File: config.mk
export PLATFORM = sky130hd
export DESIGN_NAME = updown_counter_param_flat
export DESIGN_NICKNAME = d
export VERILOG_FILES = /design/src/rtl/updown_counter_param_if.sv /design/src/rtl/updown_counter_param.sv /design/src/flat_wrapper.sv
export SDC_FILE = /design/constraint.sdc
export NUM_CORES = 1
export LEC_CHECK = 0
export ABC_CLOCK_PERIOD_IN_PS = 1990
export BUFFER_PORTS_ARGS = -buffer_cell sky130_fd_sc_hd__buf_2
export CAP_MARGIN = 20
export CORE_AREA = 2 2 39 41
export DETAILED_ROUTE_END_ITERATION = 12
export DIE_AREA = 0 0 41 43
export SYNTH_ARGS = -nofsm -noshare
export SYNTH_HDL_FRONTEND = slang
export SYNTH_SLANG_ARGS = --single-unit
File: constraint.sdc
create_clock -name clk -period 1.99 [get_ports clk]
set_input_delay 0.4975 -clock clk [delete_from_list [all_inputs] [get_ports clk]]
set_output_delay 0.4975 -clock clk [all_outputs]
set_load 0.02 [all_outputs]
File: src/rtl/updown_counter_param_if.sv
// Control and status bundle for updown_counter_param.
// The master drives the count controls; the slave (the counter) returns value and flags.
interface updown_counter_param_if #(
    parameter int unsigned WIDTH = 4
);
    logic             en;
    logic             up;
    logic             load;
    logic [WIDTH-1:0] load_val;
    logic [WIDTH-1:0] cout;
    logic             carry;
    logic             borrow;
    logic             at_max;
    logic             at_min;

    modport master (
        output en, up, load, load_val,
        input  cout, carry, borrow, at_max, at_min
    );

    modport slave (
        input  en, up, load, load_val,
        output cout, carry, borrow, at_max, at_min
    );
endinterface

File: src/rtl/updown_counter_param.sv
// Parametrised up/down counter, modulus MAX_VAL+1, with load, enable,
// wrap or saturate boundaries, and registered carry/borrow pulses for cascading.
module updown_counter_param #(
    parameter int unsigned     WIDTH    = 4,
    parameter longint unsigned MAX_VAL  = (64'd1 << WIDTH) - 64'd1,
    parameter bit              SATURATE = 1'b0
) (
    input  logic                  clk,
    input  logic                  reset,
    updown_counter_param_if.slave bus
);
    localparam logic [WIDTH-1:0] MAX     = MAX_VAL[WIDTH-1:0];
    localparam logic [WIDTH:0]   MAX_EXT = MAX_VAL[WIDTH:0];

    logic [WIDTH-1:0] cnt;
    logic             carry_q;
    logic             borrow_q;
    logic [WIDTH:0]   inc_ext;
    logic             top_hit;
    logic             bottom_hit;
    logic             load_over;

    // One extra bit so MAX_VAL = 2**WIDTH-1 is detected before the adder wraps.
    always_comb begin
        inc_ext    = {1'b0, cnt} + {{WIDTH{1'b0}}, 1'b1};
        top_hit    = (inc_ext > MAX_EXT);
        bottom_hit = (cnt == '0);
        load_over  = ({1'b0, bus.load_val} > MAX_EXT);
    end

    always_ff @(posedge clk) begin
        if (reset) begin
            cnt      <= '0;
            carry_q  <= 1'b0;
            borrow_q <= 1'b0;
        end else begin
            carry_q  <= 1'b0;
            borrow_q <= 1'b0;
            if (bus.load) begin
                cnt <= load_over ? MAX : bus.load_val;
            end else if (bus.en) begin
                if (bus.up) begin
                    if (!top_hit) begin
                        cnt <= inc_ext[WIDTH-1:0];
                    end else if (!SATURATE) begin
                        cnt     <= '0;
                        carry_q <= 1'b1;
                    end
                end else begin
                    if (!bottom_hit) begin
                        cnt <= cnt - {{(WIDTH-1){1'b0}}, 1'b1};
                    end else if (!SATURATE) begin
                        cnt      <= MAX;
                        borrow_q <= 1'b1;
                    end
                end
            end
        end
    end

    assign bus.cout   = cnt;
    assign bus.carry  = carry_q;
    assign bus.borrow = borrow_q;
    assign bus.at_max = (cnt == MAX);
    assign bus.at_min = (cnt == '0);
endmodule

File: src/flat_wrapper.sv
// flat-port wrapper written by rule: the top's interface ports become plain ports
module updown_counter_param_flat 
#(
    parameter int unsigned     WIDTH    = 4,
    parameter longint unsigned MAX_VAL  = (64'd1 << WIDTH) - 64'd1,
    parameter bit              SATURATE = 1'b0
)
  (clk, reset, bus_en, bus_up, bus_load, bus_load_val, bus_cout, bus_carry, bus_borrow, bus_at_max, bus_at_min);
  updown_counter_param_if #(.WIDTH(WIDTH)) bus_i ();
  input  logic clk;
  input  logic reset;
  input wire logic [$bits(bus_i.en)-1:0] bus_en;
  input wire logic [$bits(bus_i.up)-1:0] bus_up;
  input wire logic [$bits(bus_i.load)-1:0] bus_load;
  input wire logic [$bits(bus_i.load_val)-1:0] bus_load_val;
  output wire logic [$bits(bus_i.cout)-1:0] bus_cout;
  output wire logic [$bits(bus_i.carry)-1:0] bus_carry;
  output wire logic [$bits(bus_i.borrow)-1:0] bus_borrow;
  output wire logic [$bits(bus_i.at_max)-1:0] bus_at_max;
  output wire logic [$bits(bus_i.at_min)-1:0] bus_at_min;
  assign bus_i.en = bus_en;
  assign bus_i.up = bus_up;
  assign bus_i.load = bus_load;
  assign bus_i.load_val = bus_load_val;
  assign bus_cout = bus_i.cout;
  assign bus_carry = bus_i.carry;
  assign bus_borrow = bus_i.borrow;
  assign bus_at_max = bus_i.at_max;
  assign bus_at_min = bus_i.at_min;
  updown_counter_param #(.WIDTH(WIDTH), .MAX_VAL(MAX_VAL), .SATURATE(SATURATE)) u_core (.clk(clk), .reset(reset), .bus(bus_i));
endmodule
# Yosys cells after proc, flatten, opt, wreduce, memory -nomap -nowiden
# Index checks and enable logic that the tools add are counted.
[word_totals]
ff_bits = 6
word_cells = 20
output_inout_bits = 8
in_bits = 9
[op_classes]
mux = 7
addsub = 2
bitwise = 2
n_reduce_logical = 4
magnitude_cmp = 1
eq_ne = 1
[op_table]
columns = ["operator", "count"]
rows = [
  ["two-way mux 4 bit", 5],
  ["OR reduction 4 bit", 2],
  ["adder 4 x 1 -> 5 bit, second input constant", 1],
  ["> comparator 5 x 4 -> 1 bit, second input constant", 1],
  ["== test 4 bit, second input constant", 1],
  ["logical NOT 4 bit", 1],
  ["subtractor 4 x 1 -> 4 bit, second input constant", 1],
  ["two-way mux 1 bit", 2],
  ["NOT 1 bit", 2],
  ["nonzero test 2 bit", 1],
]

# Logic depth before layout (Yosys ltp)
[depth]
depth_word = 6
mapped_depth = 6
depth_no_buf = 6

# Worst setup path after synthesis
# OpenSTA, ideal clock, no wires.
[synth_path]
kind = "flip-flop to flip-flop"
startpoint = "register u_core.cnt[0] (netlist: u_core.bus.cout[0])"
endpoint = "register u_core.cnt[3] (netlist: u_core.bus.cout[3])"
setup_time_ps = 120
setup_slack_ps = -17
n_path_buf = 0
required_ps = 1870
arrival_time_ps = 1887
synth_period_minus_slack_ps = 2007
path_stages_with_launch = 7
path_cell_list = "dfxtp_1 inv_1 ha_1 or3b_2 nor2b_1 nor4_1 o31a_1"
[synth_between]
elab_chain_cells = 6
word_cells_on_any_way = 9
classes_between = "2 x add/sub; 1 x order compare; 5 x mux; 1 x reduce/logical"
[synth_rtl]
columns = ["element", "line", "source"]
rows = [
  ["start, declared", "updown_counter_param.sv:15", "logic [WIDTH-1:0] cnt;"],
  ["start signal, assigned", "updown_counter_param.sv:40", "cnt <= load_over ? MAX : bus.load_val;"],
  ["start signal, assigned", "updown_counter_param.sv:44", "cnt <= inc_ext[WIDTH-1:0];"],
  ["start signal, assigned", "updown_counter_param.sv:51", "cnt <= cnt - {{(WIDTH-1){1'b0}}, 1'b1};"],
  ["adder 4 x 1 -> 5 bit", "updown_counter_param.sv:25", "inc_ext = {1'b0, cnt} + {{WIDTH{1'b0}}, 1'b1};"],
  ["> comparator 5 x 4 -> 1 bit", "updown_counter_param.sv:26", "top_hit = (inc_ext > MAX_EXT);"],
  ["two-way mux 4 bit", "updown_counter_param.sv:43", "if (!top_hit) begin"],
  ["two-way mux 4 bit (*)", "updown_counter_param.sv:42", "if (bus.up) begin"],
  ["two-way mux 4 bit (*)", "updown_counter_param.sv:41", "end else if (bus.en) begin"],
  ["two-way mux 4 bit (*)", "updown_counter_param.sv:39", "if (bus.load) begin"],
]
# Mark *: on every way between the ends. The rest lies on a longest branch, timed or not. The select of a mux whose other input is x is not followed.
# A chain may end at the register's enable or synchronous reset.

# Worst setup path in the final report
[layout_path]
startpoint = "register u_core.cnt[0] (netlist: u_core.bus.cout[0])"
endpoint = "output port bus_at_max"
[layout_between]
elab_chain_cells = 1
[layout_rtl]
columns = ["element", "line", "source"]
rows = [
  ["== test 4 bit", "updown_counter_param.sv:64", "assign bus.at_max = (cnt == MAX);"],
  ["end, declared", "flat_wrapper.sv:19", "output wire logic [$bits(bus_i.at_max)-1:0] bus_at_max;"],
]
# No other way between the ends.

==> results_tabular.tex <==
\begin{tabular}{lr}
\hline
Metric & Value \\
\hline
\multicolumn{2}{l}{\textbf{Global routing}} \\
Overall global routing resource usage & between 10\% and 20\% \\
Global-route wire length before repair & 1.925 mm \\
Pin count of the biggest net entering global routing & 13 \\
Antenna violations before repair & 0 \\
Grt met3 use & $\sim$4.7\% \\
Overall overflow remaining after global route & 0 \\
Met1 GRT Util & approximately a fifth \\
GRT busiest layer & met2 \\
Vias in the first global route & 447 \\
Global Route met2 Usage & 25.94\% \\
\multicolumn{2}{l}{\textbf{Worst setup path}} \\
Depth of the most critical reg-to-reg path & 6 \\
Critical register-to-register path startpoint & u\_core.bus.cout[0] \\
Critical Path Source & u\_core.bus.cout[0] \\
Max Fanout on Critical Path & 8 \\
Critical setup path kind & reg2out \\
Required time of the critical path & around 1.5 ns \\
Capture point of the worst path & bus\_at\_max \\
Endpoint kind of the worst setup timing path & primary output \\
Worst reg-to-reg setup slack & 0.20 ns \\
Reg2Reg Capture Point & u\_core.bus.cout[3] \\
Data arrival time of the critical path & around 1.4 ns \\
Type of element launching the critical path & register \\
\multicolumn{2}{l}{\textbf{Detailed routing}} \\
Average wire per cell in the routed design & about 12 µm \\
Pre-antenna DRT Iters & 5 \\
Vias per cell & roughly 5.4 \\
WL final & between 1 and 1.5 mm \\
\# DRC & 0 \\
Via Count & around 510 \\
Iteration-0 DRC count of the detailed router & 14 \\
Final antenna-violating net count & 0 \\
\multicolumn{2}{l}{\textbf{STA}} \\
Worst hold slack across all endpoints & 0.4930 ns \\
Setup repair after global routing missed its margin & no \\
Crit share post-route & between 90\% and 100\% \\
Setup\_tns & 0 ns \\
Hold violation count in the final report & 0 \\
Transition at the pin with the smallest max-transition slack & roughly 0.42 ns \\
Worst setup slack after layout & 0.1189 ns \\
Final Max Slew Viols & 0 \\
Min Tclk post-route & roughly 1.9 ns \\
Relative max-transition margin & 71.84\% \\
Highest clock rate & 534.5 MHz \\
Post-Route Skew & 0.007639 ns \\
Final setup violation count & 0 \\
\multicolumn{2}{l}{\textbf{Place}} \\
Routability congestion estimate from global placement & around 0.86 \\
Port bufs & 16 \\
HPWL reported at the end of detailed placement & 858.7 µm \\
Worst setup slack after placement & $\sim$0.24 ns \\
\multicolumn{2}{l}{\textbf{Power}} \\
Relative contribution of sequential cells to total power & a little under two fifths \\
Worst voltage drop across the vdd grid & between 0.0002 and 0.0003 V \\
Internal power contribution & around 0.25 mW \\
Switching power & roughly 0.12 mW \\
Switching share of power & approximately a third \\
Leakage power figure & 0.2812 nW \\
Comb pwr share & between 30\% and 40\% \\
Power after layout & about 0.37 mW \\
Cell Pwr Density & around 610 nW/µm² \\
Relative contribution of the clock network to total power & a little under a third \\
\multicolumn{2}{l}{\textbf{Yosys}} \\
Syn nets & between 70 and 80 \\
Cell types occupying the most area after synthesis & sky130\_fd\_sc\_hd\_\_dfxtp\_1 (25\%), sky130\_fd\_sc\_hd\_\_ha\_1 (10\%), sky130\_fd\_sc\_hd\_\_nor2\_1 (5.4\%) \\
Most instantiated library cell after synthesis & sky130\_fd\_sc\_hd\_\_nor2\_1 \\
Cell accounting for the most synthesized area & sky130\_fd\_sc\_hd\_\_dfxtp\_1 \\
Warnings, synthesis & 0 \\
Sequential area share after synthesis & 24.81\% \\
Share of flip-flops with an asynchronous set or reset after synthesis & 0\% \\
Average size of a mapped cell & between 8 and 9 µm² \\
Commonest cells in the synthesized netlist & sky130\_fd\_sc\_hd\_\_nor2\_1 (7), sky130\_fd\_sc\_hd\_\_dfxtp\_1 (6), sky130\_fd\_sc\_hd\_\_nor3\_1 (5) \\
Library cells used by synthesis & 30 \\
Number of synthesized flops with an enable pin & 0 \\
Post-synthesis cell count & 60 \\
Top flip-flop cell by instance count after synthesis & sky130\_fd\_sc\_hd\_\_dfxtp\_1 \\
Proportion of netlist area held by the largest area contributor & between 20\% and 30\% \\
Flip-flop and latch count after synthesis & 6 \\
Summed instance area of the synthesized netlist & $\sim$480 µm² \\
\multicolumn{2}{l}{\textbf{CTS}} \\
Sinks on the clock net & 6 \\
Root Buffer & sky130\_fd\_sc\_hd\_\_clkbuf\_4 \\
CTS Buffer Depth & 2 \\
Post-CTS clock slew at the launch and capture registers of the worst setup and hold paths & 0.05 ns \\
Quantity of gates resized following cts & 0 \\
CTS tree & done \\
Hold buffer count at CTS & 0 \\
Number of H-tree levels & 1 \\
TritonCTS buffer count & 3 \\
Post-CTS setup buffer count & 0 \\
Skew-Pair Late Insertion Delay & roughly 0.24 ns \\
\multicolumn{2}{l}{\textbf{Die}} \\
Die height & 43 µm \\
Total number of placement rows & 14 \\
Overall die area & between 1500 and 2000 µm² \\
Starting utilization of the core area & a little over a third \\
Core region area & 1384 µm² \\
Horizontal extent of the die & 41 µm \\
Number of primary I/O pins & 17 \\
\multicolumn{2}{l}{\textbf{Layout}} \\
Count of inserted antenna diode cells & 0 \\
Total Nets Final & 93 \\
Area added between synthesis and finish & 24.55\% \\
Share of post-route cells with drive strength above 1 & between 30\% and 40\% \\
Fraction of the core area covered by cells at the end of the flow & between 40\% and 50\% \\
\multicolumn{2}{l}{\textbf{Run}} \\
Max-cap viol count & 0 \\
\multicolumn{2}{l}{\textbf{Outcome}} \\
Status & finished, final reports clean \\
\multicolumn{2}{l}{\textbf{Min path}} \\
Type of the tightest min-delay check & in2reg \\
\hline
\end{tabular}
## layer usage
layer / vias up / part of all wire (%)
li1: 254 / -
met1: 234 / 43
met2: 20 / 52
met3: 0 / 5.5
met4: 0 / 0
met5: - / 0
## critical path: stages, from the launching register on
cell	delay, ns
sky130_fd_sc_hd__dfxtp_2	0.32
sky130_fd_sc_hd__buf_4	0.15
sky130_fd_sc_hd__ha_1	0.24
sky130_fd_sc_hd__and3_1	0.24
sky130_fd_sc_hd__buf_2	0.18
## how the worst min path moves through the flow
| stage | from | end | slack (ns) | cells past startpoint |
|---|---|---|---|---|
| global route | reset | u_core.bus.cout[0] | 0.50 | 2 |
| detailed placement | u_core.bus.cout[0] | u_core.bus.cout[0] | 0.72 | 3 |
| CTS | reset | u_core.bus.cout[0] | 0.50 | 2 |
| global placement | u_core.bus.cout[0] | u_core.bus.cout[0] | 0.72 | 3 |
| floorplan | reset | u_core.bus.cout[0] | 0.56 | 1 |
| finish | reset | u_core.bus.cout[0] | 0.49 | 2 |
## power groups by stage
stage | Combinational (mW) | Sequential (mW) | Clock (mW)
after floorplan | 0.0771 | 0.146 | 0
after global placement | 0.117 | 0.142 | 0
after detailed placement | 0.117 | 0.142 | 0
after CTS | 0.118 | 0.139 | 0.112
after global routing | 0.130 | 0.142 | 0.121
final | 0.118 | 0.140 | 0.113
## layout by cell type (no fill, tap or decap), types with 2 or more instances in the layout
cell and n:
sky130_fd_sc_hd__nor3_1 5, sky130_fd_sc_hd__xor2_1 2, sky130_fd_sc_hd__nor3b_1 2, sky130_fd_sc_hd__nor2b_1 2, sky130_fd_sc_hd__nand2_1 2, sky130_fd_sc_hd__clkbuf_4 3, sky130_fd_sc_hd__inv_1 4, sky130_fd_sc_hd__buf_4 2
sky130_fd_sc_hd__a211oi_1 3, sky130_fd_sc_hd__nor2_1 7, sky130_fd_sc_hd__a21oi_1 4, sky130_fd_sc_hd__ha_1 4, sky130_fd_sc_hd__dfxtp_1 5, sky130_fd_sc_hd__buf_2 16
## sequential cells by signal (all words and copies together) (netlist names)
signal and flops:
u_core.bus.cout 4, u_core.bus.carry 1, u_core.bus.borrow 1
## stage by stage
step                      cells  area (µm²)
after global routing         94       603.1
after global placement       91       580.6
after floorplan              60       485.5
after CTS                    94       603.1
after detailed placement     91       580.6
final                        94       603.1
## cells by family (layout without fill, tap and decap cells)
group / after synthesis / after routing / share of synthesized area, %
xor+xnor: 3 / 3 / 5.427
simple gates: 25 / 25 / 29.46
compound gates: 15 / 15 / 22.74
flops: 6 / 6 / 24.81
fa+ha+maj: 4 / 4 / 10.34
buf+inv: 7 / 25 / 7.232
## layout make-up
| class | instances | area, µm² |
|---|---|---|
| repair buffers | 18 | 95.09 |
| fillers | 151 | 780.7 |
| well taps | 16 | 20.02 |
| multi-input cells | 47 | 329.1 |
| clock buffers | 3 | 22.52 |
| flip-flops and latches | 6 | 121.4 |
| inverters | 4 | 15.01 |
No activity file was read; power rests on OpenSTA's default activity.
